## config.mk

```make
export PLATFORM = sky130hd
export DESIGN_NAME = lfsr_gen
export DESIGN_NICKNAME = d
export VERILOG_FILES = /design/src/rtl/lfsr_gen.sv
export SDC_FILE = /design/constraint.sdc
export NUM_CORES = 1
export LEC_CHECK = 0
export CORE_MARGIN = 2
export CORE_UTILIZATION = 56
export DETAILED_ROUTE_END_ITERATION = 6
export DONT_BUFFER_PORTS = 1
export GPL_ROUTABILITY_DRIVEN = 0
export PLACE_DENSITY = 0.71
export SYNTH_ARGS = -nofsm -noshare
export SYNTH_HDL_FRONTEND = slang
export SYNTH_SLANG_ARGS = --single-unit
```

## constraint.sdc

```tcl
create_clock -name clk -period 2.73 [get_ports clk]
set_input_delay 0.273 -clock clk [delete_from_list [all_inputs] [get_ports clk]]
set_output_delay 0.273 -clock clk [all_outputs]
set_load 0.005 [all_outputs]
```

## src/rtl/lfsr_gen.sv

```systemverilog
`timescale 1ns/1ps
// lfsr_gen: Fibonacci LFSR with all-zero lockup recovery, step counter and
// period-length measurement. The step counter restarts from each start
// point: reset, load, or recovery.
module lfsr_gen #(
    parameter int              WIDTH = 12,
    parameter logic [WIDTH-1:0] TAPS = 12'h829,
    parameter logic [WIDTH-1:0] SEED = {{(WIDTH-1){1'b0}}, 1'b1}
) (
    input  logic             clk,
    input  logic             rst,
    input  logic             en,
    input  logic             load,
    input  logic [WIDTH-1:0] load_val,
    output logic [WIDTH-1:0] out,
    output logic [WIDTH:0]   out_offset,
    output logic [WIDTH-1:0] step_cnt,
    output logic [WIDTH-1:0] period_len,
    output logic             period_done,
    output logic             lockup
);

    localparam logic [WIDTH-1:0] ONE = {{(WIDTH-1){1'b0}}, 1'b1};

    logic [WIDTH-1:0] r_out;
    logic [WIDTH-1:0] r_start;
    logic [WIDTH-1:0] r_step_cnt;
    logic [WIDTH-1:0] r_period_len;
    logic             r_period_done;
    logic             r_lockup;

    logic [WIDTH-1:0] w_tap_bits;
    logic             w_fb;
    logic [WIDTH-1:0] w_next_step;
    logic [WIDTH-1:0] w_cnt_inc;
    logic             w_is_zero;

    // Mask each state bit with its tap; the feedback is the parity of the taps.
    genvar gi;
    generate
        for (gi = 0; gi < WIDTH; gi++) begin : g_tap
            assign w_tap_bits[gi] = r_out[gi] & TAPS[gi];
        end
    endgenerate

    assign w_fb        = ^w_tap_bits;
    assign w_next_step = {r_out[WIDTH-2:0], w_fb};
    assign w_cnt_inc   = r_step_cnt + ONE;
    assign w_is_zero   = (r_out == '0);

    // State update. Priority: reset > load > lockup recovery > step > hold.
    always_ff @(posedge clk or posedge rst) begin
        if (rst) begin
            r_out         <= SEED;
            r_start       <= SEED;
            r_step_cnt    <= '0;
            r_period_len  <= '0;
            r_period_done <= 1'b0;
            r_lockup      <= 1'b0;
        end else if (load) begin
            // A loaded value becomes the new start point; en is ignored.
            r_out         <= load_val;
            r_start       <= load_val;
            r_step_cnt    <= '0;
            r_period_done <= 1'b0;
            r_lockup      <= 1'b0;
        end else if (en && w_is_zero) begin
            // All-zero state never leaves by stepping: reseed instead of stepping.
            r_out         <= SEED;
            r_start       <= SEED;
            r_step_cnt    <= '0;
            r_period_done <= 1'b0;
            r_lockup      <= 1'b1;
        end else if (en) begin
            r_out    <= w_next_step;
            r_lockup <= 1'b0;
            if (w_next_step == r_start) begin
                // Returning to the start point closes one period.
                r_period_len  <= w_cnt_inc;
                r_step_cnt    <= '0;
                r_period_done <= 1'b1;
            end else begin
                r_step_cnt    <= w_cnt_inc;
                r_period_done <= 1'b0;
            end
        end else begin
            r_period_done <= 1'b0;
            r_lockup      <= 1'b0;
        end
    end

    assign out         = r_out;
    assign out_offset  = {1'b1, r_out};
    assign step_cnt    = r_step_cnt;
    assign period_len  = r_period_len;
    assign period_done = r_period_done;
    assign lockup      = r_lockup;

endmodule

```

==> flow_summary.ini <==
[status]
status = finished, final reports clean

[worst_setup_path]
crit_arrival_ns = 2.61
cp-end-kind = flop
crit_path_top_delay_cell = dfstp_2
cp_data_required_time_ns = 2.92
critPathLaunchType = flop
critical_path.startpoint = out[0]
r2r_start = out[0]
critical_path.max_fanout = 13
slowest_delay_ns = 0.66
worstSetupPathType = flop to flop
crit_chain = xor2_1 -> nor4_1 -> and4_1 -> nor2b_4 -> mux2_2

[die]
die-area_um2 = 5050
core-area_um2 = 4350
io_pins = 67
die_y_um = 71.0
num_rows = 24
die_w_um = 71.0
initial_core_util_pct = 57.8

[worst_hold_path]
min_path_type = input pin to flop
min_from = load

[logic_synthesis]
synthCells = 230
synth_edf_count = 0
synth_seq_cells = 50
yosysUniqueCellTypes = 39
netlist_area_um2 = 2520
synth_async_sr_flop_share_pct = 100
syn_avg_cell_area_um2 = 10.9
yosysSeqAreaShare_pct = 49.8
synthFlopType = dfrtp_1
syn_nets = 247
yosysWarnings = 0

[route]
wire_per_inst_um = 17.3
routed_via_density = 6.06
vias = 1618
drc = 0
drt-total-wl_um = 4610
drt_iter0_drc = 117
first_pass_iters = 4
antenna_left = 0

[clock_network]
cts_buffers = 5
h-tree-depth = 2
path_clk_slew_ns = 0.09
cts-resized-gates = 0
cts_tree = yes
cts-root-buf = clkbuf_8
clock_latency_ns = 0.30
cts.sinks = 50
post_cts_buffers = 0
hold_buffers = 0
clk_path_buf_depth = 2

[power]
p_per_area_nw_per_um2 = 627
ir_drop_uv = 316
fin_total_pwr_mw = 1.61
power_leakage_nw = 1.22

[finish]
finalNetCount = 231
drive_gt1_share_pct = 13.0
layout_commonest_cell = dfrtp_1
seq_area_um2 = 1250
multi_input_area_um2 = 1090
n_antenna_cell = 0
fin_area_um2 = 2570
final_util_pct = 59.1
areaGrowthSynthToFinish_pct = 2.19
n_fill_cell = 371
most-common-layout-cells = dfrtp_1 (48), nand2_1 (33), o21ai_0 (24)

[timing]
fin_crit_sh_pct = 88.7
tns_ns = 0
finalSetupViolations = 0
rsz0062_at_grt = false
min_period_ns = 2.42
fmax_mhz = 413
worst_pin_slew_ns = 0.996
hold_viol_final = 0
finClkSkew_ns = 0.00698
relSlewSlack_pct = 33.5
slew_violations = 0

[global_routing]
grt_max_degree = 51
gr-total-overflow = 0
grt_usage_pct = 19.4
grt_pass1_wl_um = 7730
grt_pass1_vias = 1574
antenna_found_initial = 0

[job]
maxCapViolCount = 0

[placed_design]
dp.final_hpwl_um = 3180
postPlaceCellArea_um2 = 2430
io_buffers = 0
## state kept, by name (all words and copies together), names as in the netlist
name	flops
period_done	1
out	12
r_start	12
lockup	1
step_cnt	12
period_len	12
## Yosys cell counts (2+ instances only)
| library cell | count | area, um2 |
|---|---|---|
| nor4_1 | 3 | 18.8 |
| a221o_1 | 2 | 20.0 |
| or3_1 | 2 | 12.5 |
| dfstp_2 | 2 | 52.6 |
| inv_1 | 2 | 7.51 |
| mux2_2 | 3 | 33.8 |
| nor2b_1 | 2 | 12.5 |
| nand4_1 | 3 | 18.8 |
| nor2_1 | 8 | 30.0 |
| a22o_1 | 8 | 70.1 |
| clkbuf_1 | 9 | 33.8 |
| xor2_1 | 14 | 123 |
| nor3_1 | 4 | 20.0 |
| mux2_4 | 8 | 120 |
| o21ai_0 | 24 | 120 |
| dfrtp_1 | 48 | 1200 |
| nand3_1 | 3 | 15.0 |
| and4_1 | 2 | 17.5 |
| xnor2_1 | 8 | 70.1 |
| buf_4 | 13 | 97.6 |
| mux2i_1 | 12 | 120 |
| nand2_1 | 33 | 124 |
## layer usage
layer	part of all wire, %	vias to the layer above	track usage [%]
li1	-	749	-
met2	50	49	32.1
met1	43	814	23.3
met4	1.2	0	6.71
met3	6.5	6	7.55
met5	0	-	0
## through the flow
| step | instances | worst slack (ns) | hold WS (ns) |
|---|---|---|---|
| 6_report | 267 | 0.308 | 0.0354 |
| 4_1_cts | 267 | 0.261 | 0.0236 |
| 3_5_place_dp | 259 | 0.273 | 0.347 |
| 3_3_place_gp | 259 | 0.345 | 0.346 |
| 5_1_grt | 267 | 0.201 | 0.00779 |
| 2_1_floorplan | 230 | 0.674 | 0.380 |
## path summary, 6_finish.rpt
kind	cells past startpoint	to	slack, ns
setup / recovery	5	period_len[9]	0.31
hold / removal	1	lockup	0.04
setup reg to reg	5	period_len[9]	0.31
hold reg to reg	2	r_start[5]	0.54
max in group asynchronous	1	out[2]	2.03
min in group asynchronous	1	period_done	0.08
## final cells by class
cell class	count	area share, %
inverters	2	0.292
flip-flops and latches	50	48.7
well taps	52	2.53
clock buffers	6	3.21
repair buffers	2	0.584
multi-input cells	153	42.3
clock inverters	2	2.33
## power breakdown
| group | leakage (nW) | switching (mW) | internal (mW) | total, mW |
|---|---|---|---|---|
| combinational | 0.504 | 0.0707 | 0.0717 | 0.142 |
| sequential | 0.646 | 0.0640 | 0.781 | 0.845 |
| clock | 0.0714 | 0.235 | 0.391 | 0.625 |
## cells by family after synthesis
group | synth area share, %
and+or+nand+nor | 12.5
DFF | 49.8
AOI/OAI and AO/OA | 9.99
buffers and inverters | 6.96
xor gates and xnor gates | 9.20
muxes | 10.9
adders and majority gates | 0.497
other | 0.149
## critical path, delay by kind of cell (launching register included)
| family | cells | cell delay, ns |
|---|---|---|
| simple gates | 3 | 1.14 |
| flops | 1 | 0.66 |
| mux | 1 | 0.39 |
| xor+xnor | 1 | 0.10 |
No activity file was read; power rests on OpenSTA's default activity.
